## config.mk

```make
export PLATFORM = sky130hd
export DESIGN_NAME = icache_fetch_unit_flat
export DESIGN_NICKNAME = d
export VERILOG_FILES = /design/src/rtl/icache_fetch_unit_pkg.sv /design/src/rtl/icache_fetch_unit_if.sv /design/src/rtl/icache_fetch_unit.sv /design/src/flat_wrapper.sv
export SDC_FILE = /design/constraint.sdc
export NUM_CORES = 1
export LEC_CHECK = 0
export ABC_AREA = 1
export CAP_MARGIN = 20
export CELL_PAD_IN_SITES_DETAIL_PLACEMENT = 1
export CELL_PAD_IN_SITES_GLOBAL_PLACEMENT = 1
export CORE_MARGIN = 2
export CORE_UTILIZATION = 31
export CTS_CLUSTER_DIAMETER = 80
export CTS_CLUSTER_SIZE = 8
export DETAILED_ROUTE_END_ITERATION = 10
export GPL_ROUTABILITY_DRIVEN = 0
export MAX_ROUTING_LAYER = met4
export PLACE_DENSITY_LB_ADDON = 0.12
export SYNTH_ARGS = -nofsm -noshare
export SYNTH_HDL_FRONTEND = slang
export SYNTH_SLANG_ARGS = --single-unit
```

## constraint.sdc

```tcl
create_clock -name clk -period 3.3 [get_ports clk]
set_input_delay 0.99 -clock clk [delete_from_list [all_inputs] [get_ports clk]]
set_output_delay 0.99 -clock clk [all_outputs]
set_load 0.02 [all_outputs]
```

## src/rtl/icache_fetch_unit_pkg.sv

```systemverilog
// Shared types and constants for the instruction-fetch front end.
// The state values keep the existing 3-bit IFU_IDLE..IFU_DRAIN encoding.
package icache_fetch_unit_pkg;

   typedef enum logic [2:0] {
      StIdle   = 3'd0,
      StLookup = 3'd1,
      StFill   = 3'd2,
      StWait   = 3'd3,
      StWrite  = 3'd4,
      StDrain  = 3'd5
   } ifu_state_e;

   localparam logic [1:0] LastByte = 2'd3;

   function automatic logic [31:0] word_align(input logic [31:0] addr);
      return addr & 32'hFFFF_FFFC;
   endfunction

endpackage

```

## src/rtl/icache_fetch_unit_if.sv

```systemverilog
// Fetch, cache-port and memory-arbiter signals of the fetch unit.
// The master modport is the fetch unit's view; the slave modport is its environment.
interface icache_fetch_unit_if;
   logic        fetch_valid;
   logic [31:0] fetch_addr;
   logic        fetch_ready;
   logic        fetch_flush;
   logic        inst_valid;
   logic [31:0] inst;

   logic        cache_valid;
   logic        cache_wr;
   logic [31:0] cache_addr;
   logic [31:0] cache_wdata;
   logic        cache_hit;
   logic [31:0] cache_rdata;

   logic        mem_req;
   logic [31:0] mem_addr;
   logic        mem_grant;
   logic        mem_rvalid;
   logic [7:0]  mem_rdata;

   modport master (
      input  fetch_valid, fetch_addr, fetch_flush,
      output fetch_ready, inst_valid, inst,
      output cache_valid, cache_wr, cache_addr, cache_wdata,
      input  cache_hit, cache_rdata,
      output mem_req, mem_addr,
      input  mem_grant, mem_rvalid, mem_rdata
   );

   modport slave (
      output fetch_valid, fetch_addr, fetch_flush,
      input  fetch_ready, inst_valid, inst,
      input  cache_valid, cache_wr, cache_addr, cache_wdata,
      output cache_hit, cache_rdata,
      input  mem_req, mem_addr,
      output mem_grant, mem_rvalid, mem_rdata
   );
endinterface

```

## src/rtl/icache_fetch_unit.sv

```systemverilog
// Instruction-fetch front end: probes the direct-mapped cache, refills a missing
// word byte-serially from main memory and returns the fetched instruction.
module icache_fetch_unit
   import icache_fetch_unit_pkg::*;
(
   input  logic                clk,
   input  logic                rst,
   input  logic                rdy,
   icache_fetch_unit_if.master bus
);

   ifu_state_e  state_q;
   logic [31:0] pc_q;
   logic [1:0]  cnt_q;
   logic [23:0] buf_q;
   logic [31:0] inst_q;
   logic        inst_valid_q;

   // Control outputs are decoded from state only.
   assign bus.fetch_ready = (state_q == StIdle);
   assign bus.cache_valid = (state_q == StLookup) || (state_q == StWrite);
   assign bus.cache_wr    = (state_q == StWrite);
   assign bus.cache_addr  = pc_q;
   assign bus.cache_wdata = inst_q;
   // A flush withdraws the request in the same cycle, unless the FSM is frozen.
   assign bus.mem_req     = (state_q == StFill) && !(bus.fetch_flush && rdy);
   assign bus.mem_addr    = pc_q + {30'd0, cnt_q};
   assign bus.inst        = inst_q;
   assign bus.inst_valid  = inst_valid_q;

   always_ff @(posedge clk) begin
      if (rst) begin
         state_q      <= StIdle;
         pc_q         <= 32'd0;
         cnt_q        <= 2'd0;
         buf_q        <= 24'd0;
         inst_q       <= 32'd0;
         inst_valid_q <= 1'b0;
      end else if (rdy) begin
         inst_valid_q <= 1'b0;
         unique case (state_q)
            StIdle: begin
               if (bus.fetch_valid) begin
                  pc_q    <= word_align(bus.fetch_addr);
                  cnt_q   <= 2'd0;
                  state_q <= StLookup;
               end
            end
            StLookup: begin
               if (bus.fetch_flush) begin
                  state_q <= StIdle;
               end else if (bus.cache_hit) begin
                  inst_q       <= bus.cache_rdata;
                  inst_valid_q <= 1'b1;
                  state_q      <= StIdle;
               end else begin
                  cnt_q   <= 2'd0;
                  state_q <= StFill;
               end
            end
            StFill: begin
               if (bus.fetch_flush) begin
                  state_q <= StIdle;
               end else if (bus.mem_grant) begin
                  state_q <= StWait;
               end
            end
            StWait: begin
               if (bus.mem_rvalid) begin
                  if (bus.fetch_flush) begin
                     state_q <= StIdle;
                  end else if (cnt_q != LastByte) begin
                     buf_q[{cnt_q, 3'b000} +: 8] <= bus.mem_rdata;
                     cnt_q                       <= cnt_q + 2'd1;
                     state_q                     <= StFill;
                  end else begin
                     inst_q       <= {bus.mem_rdata, buf_q};
                     inst_valid_q <= 1'b1;
                     state_q      <= StWrite;
                  end
               end else if (bus.fetch_flush) begin
                  state_q <= StDrain;
               end
            end
            // The refilled word is correct for pc, so a flush here still lets it land.
            StWrite: begin
               state_q <= StIdle;
            end
            StDrain: begin
               if (bus.mem_rvalid) begin
                  state_q <= StIdle;
               end
            end
            default: begin
               state_q <= StIdle;
            end
         endcase
      end
   end

endmodule
```

## src/flat_wrapper.sv

```systemverilog
// flat-port wrapper written by rule: the top's interface ports become plain ports
module icache_fetch_unit_flat import icache_fetch_unit_pkg::*;
  (clk, rst, rdy, bus_fetch_valid, bus_fetch_addr, bus_fetch_flush, bus_fetch_ready, bus_inst_valid, bus_inst, bus_cache_valid, bus_cache_wr, bus_cache_addr, bus_cache_wdata, bus_cache_hit, bus_cache_rdata, bus_mem_req, bus_mem_addr, bus_mem_grant, bus_mem_rvalid, bus_mem_rdata);
  icache_fetch_unit_if bus_i ();
  input  logic clk;
  input  logic rst;
  input  logic rdy;
  input wire logic [$bits(bus_i.fetch_valid)-1:0] bus_fetch_valid;
  input wire logic [$bits(bus_i.fetch_addr)-1:0] bus_fetch_addr;
  input wire logic [$bits(bus_i.fetch_flush)-1:0] bus_fetch_flush;
  output wire logic [$bits(bus_i.fetch_ready)-1:0] bus_fetch_ready;
  output wire logic [$bits(bus_i.inst_valid)-1:0] bus_inst_valid;
  output wire logic [$bits(bus_i.inst)-1:0] bus_inst;
  output wire logic [$bits(bus_i.cache_valid)-1:0] bus_cache_valid;
  output wire logic [$bits(bus_i.cache_wr)-1:0] bus_cache_wr;
  output wire logic [$bits(bus_i.cache_addr)-1:0] bus_cache_addr;
  output wire logic [$bits(bus_i.cache_wdata)-1:0] bus_cache_wdata;
  input wire logic [$bits(bus_i.cache_hit)-1:0] bus_cache_hit;
  input wire logic [$bits(bus_i.cache_rdata)-1:0] bus_cache_rdata;
  output wire logic [$bits(bus_i.mem_req)-1:0] bus_mem_req;
  output wire logic [$bits(bus_i.mem_addr)-1:0] bus_mem_addr;
  input wire logic [$bits(bus_i.mem_grant)-1:0] bus_mem_grant;
  input wire logic [$bits(bus_i.mem_rvalid)-1:0] bus_mem_rvalid;
  input wire logic [$bits(bus_i.mem_rdata)-1:0] bus_mem_rdata;
  assign bus_i.fetch_valid = bus_fetch_valid;
  assign bus_i.fetch_addr = bus_fetch_addr;
  assign bus_i.fetch_flush = bus_fetch_flush;
  assign bus_fetch_ready = bus_i.fetch_ready;
  assign bus_inst_valid = bus_i.inst_valid;
  assign bus_inst = bus_i.inst;
  assign bus_cache_valid = bus_i.cache_valid;
  assign bus_cache_wr = bus_i.cache_wr;
  assign bus_cache_addr = bus_i.cache_addr;
  assign bus_cache_wdata = bus_i.cache_wdata;
  assign bus_i.cache_hit = bus_cache_hit;
  assign bus_i.cache_rdata = bus_cache_rdata;
  assign bus_mem_req = bus_i.mem_req;
  assign bus_mem_addr = bus_i.mem_addr;
  assign bus_i.mem_grant = bus_mem_grant;
  assign bus_i.mem_rvalid = bus_mem_rvalid;
  assign bus_i.mem_rdata = bus_mem_rdata;
  icache_fetch_unit u_core (.clk(clk), .rst(rst), .rdy(rdy), .bus(bus_i));
endmodule
```

==> impl_metrics.toml <==
[route]
drt_iter0_drc = 183
vias = 4845
ant_nets = 0
drcViolationCount = 0
wl_per_cell_um = 15.3
first_pass_iters = 4
via_per_inst = 4.80
finalWirelength_um = 15500

[clock_tree]
cts_tree = "done"
root_buffer = "clkbuf_16"
clk_pin_slew_ns = 0.06
numCtsBuffers = 9
clk_latency_ns = 0.35
cts_sinks = 92
cts.path.max_buffers = 2
htree_levels = 3
post-cts-setup-buffers = 0

[worst_setup_path]
cp.required_ns = 2.31
critPathMaxFanout = 8
critPathArrivalTime_ns = 1.88
worstSetupEndpointType = "output port"
critPathKind = "reg2out"
worstSetupStartpointType = "flop"

[synth]
synth_compound_area_share_pct = 13.7
yosysSeqAreaShare_pct = 38.2
synth_cells = 693
ys_seq_elements = 92
synth_adder_area_share_pct = 1.30
yosysUniqueCellTypes = 25
synth_xor_area_share_pct = 0
syn_area_per_cell_um2 = 6.96
synth.area.mux_share_pct = 0
yosys_warnings = 0
netlist_area_um2 = 4820
synthSimpleGateAreaFrac_pct = 26.8
synth_top_family_by_area = "simple AND/OR/NAND/NOR gates"

[timing]
grt_setup_unrepaired = "false"
hold_violations = 0
tns_ns = 0
setup_viol = 0
post-route-period-util_pct = 87.1
setup_ws_ns = 0.427
fin_crit_ns = 2.87
finalMaxSlewViolations = 0
fin_skew_ns = 0.00807
fmax_mhz = 348
slew_headroom_pct = 33.4
worst_pin_slew_ns = 0.992

[flow_run]
max-cap-violations = 0

[floorplanning]
die_area_um2 = 16600
num_rows = 45
pin_count = 213
die_w_um = 129
start_util_pct = 31.7
die_h_um = 129
coreArea_um2 = 15200

[layout]
area_delta_synth_final_pct = 40.1
drive_gt1_share_pct = 4.51
layout_commonest_cell = "clkdlybuf4s50_1"
stdcell_count = 1009
final_cell_mix = "205 x clkdlybuf4s50_1, 175 x nand2_1, 92 x dfxtp_1, 85 x a21oi_1, 54 x inv_1"
nets = 902
diodes = 0

[grt]
grt_max_degree = 62
gr-total-overflow = 0
grt_pass1_wl_um = 24700
grt_pass1_vias = 5073
grt_usage_pct = 19.2
antenna_found_initial = 0

[power]
p_leak_nw = 2.59
irDropWorstVdd_uv = 231
p_per_area_nw_per_um2 = 443

[placed_design]
post-place-cells = 994
dp_hpwl_um = 11100
dp_slack_ns = 0.0499
portBuffers = 208

[worst_hold_path]
hold_class = "reg2reg"

[outcome]
outcome = "completed"
-- worst max-delay path, cell delays in order (launching register included) --
cell and delay [ns]:
dfxtp_1 0.40, nor2_1 0.23, inv_1 0.08, o21ai_0 0.17, clkdlybuf4s50_1 0.66
-- routing by layer --
metal / routed length (µm) / track usage, %
met5: 0 / -
met3: 973 / 3.95
met2: 7340 / 32.5
met1: 6960 / 23.1
met4: 203 / 5.43
-- area by class of cell --
| cell class | instances | area, µm² |
|---|---|---|
| fill | 1865 | 8450 |
| timing repair buffer | 217 | 2140 |
| multi-input combinational | 439 | 2020 |
| sequential | 92 | 1840 |
| tap | 188 | 235 |
| clock buffer | 10 | 229 |
| inverter | 58 | 219 |
| clock inverter | 5 | 61.3 |
-- per-stage QoR --
step / area, µm² / hold WS, ns / util (%) / power (mW)
final: 6750 / 0.468 / 44.4 / 2.99
after CTS: 6750 / 0.473 / 44.4 / 3.03
after floorplan: 4820 / 0.439 / - / 1.67
after global routing: 6750 / 0.482 / 44.4 / 3.15
after detailed placement: 6460 / 0.456 / 42.5 / 1.97
after global placement: 6460 / 0.447 / 42.5 / 1.95
-- synthesized netlist by cell type (all sizes together) --
master	n	area (µm²)
nand2	178	686
dfxtp	92	1840
buf	89	678
a21oi	85	425
inv	56	210
nor2	54	205
nand3	46	250
o21ai	45	236
nand4	23	144
clkbuf	16	61.3
ha	5	62.6
clkinv	2	8.75
conb	1	3.75
nand3b	1	7.51
-- logic make-up (layout without fill, tap and decap cells) --
kind of cell / count (synthesis) / in the layout
other cells: 1 / 2
simple gates: 302 / 302
flops: 92 / 92
buf+inv: 163 / 290
compound gates: 130 / 130
fa+ha+maj: 5 / 5
-- where the power goes --
part | switching (mW) | total, mW | internal, mW
clock network | 0.463 | 1.05 | 0.587
logic | 0.414 | 0.730 | 0.316
registers | 0.0504 | 1.21 | 1.16
-- state kept, by name, summed over array words and instances, names as in the netlist --
register and count:
u_core.buf_q 24, u_core.bus.cache_addr 30, u_core.bus.cache_wdata 32, u_core.bus.inst_valid 1
u_core.cnt_q 2, u_core.state_q 3
-- what timing repair did --
action,in CTS,in global routing
endpoints found under the setup margin,0,1
resized for setup,0,1
hold buffers,0,0
endpoints found under the hold margin,0,0
-- final timing paths --
| check | from | slack (ns) | to | depth (start not counted) |
|---|---|---|---|---|
| max | u_core.state_q[0]$_SDFFE_PP0P_ | 0.43 | bus_cache_valid | 4 |
| min | u_core.bus.cache_addr[20]$_SDFFE_PP0P_ | 0.47 | u_core.bus.cache_addr[20]$_SDFFE_PP0P_ | 2 |
| max reg2reg | u_core.state_q[0]$_SDFFE_PP0P_ | 1.15 | u_core.bus.cache_wdata[8]$_SDFFE_PP0P_ | 8 |
| min reg2reg | u_core.bus.cache_addr[20]$_SDFFE_PP0P_ | 0.47 | u_core.bus.cache_addr[20]$_SDFFE_PP0P_ | 2 |
Note: power is estimated with default switching activity, not from simulation.
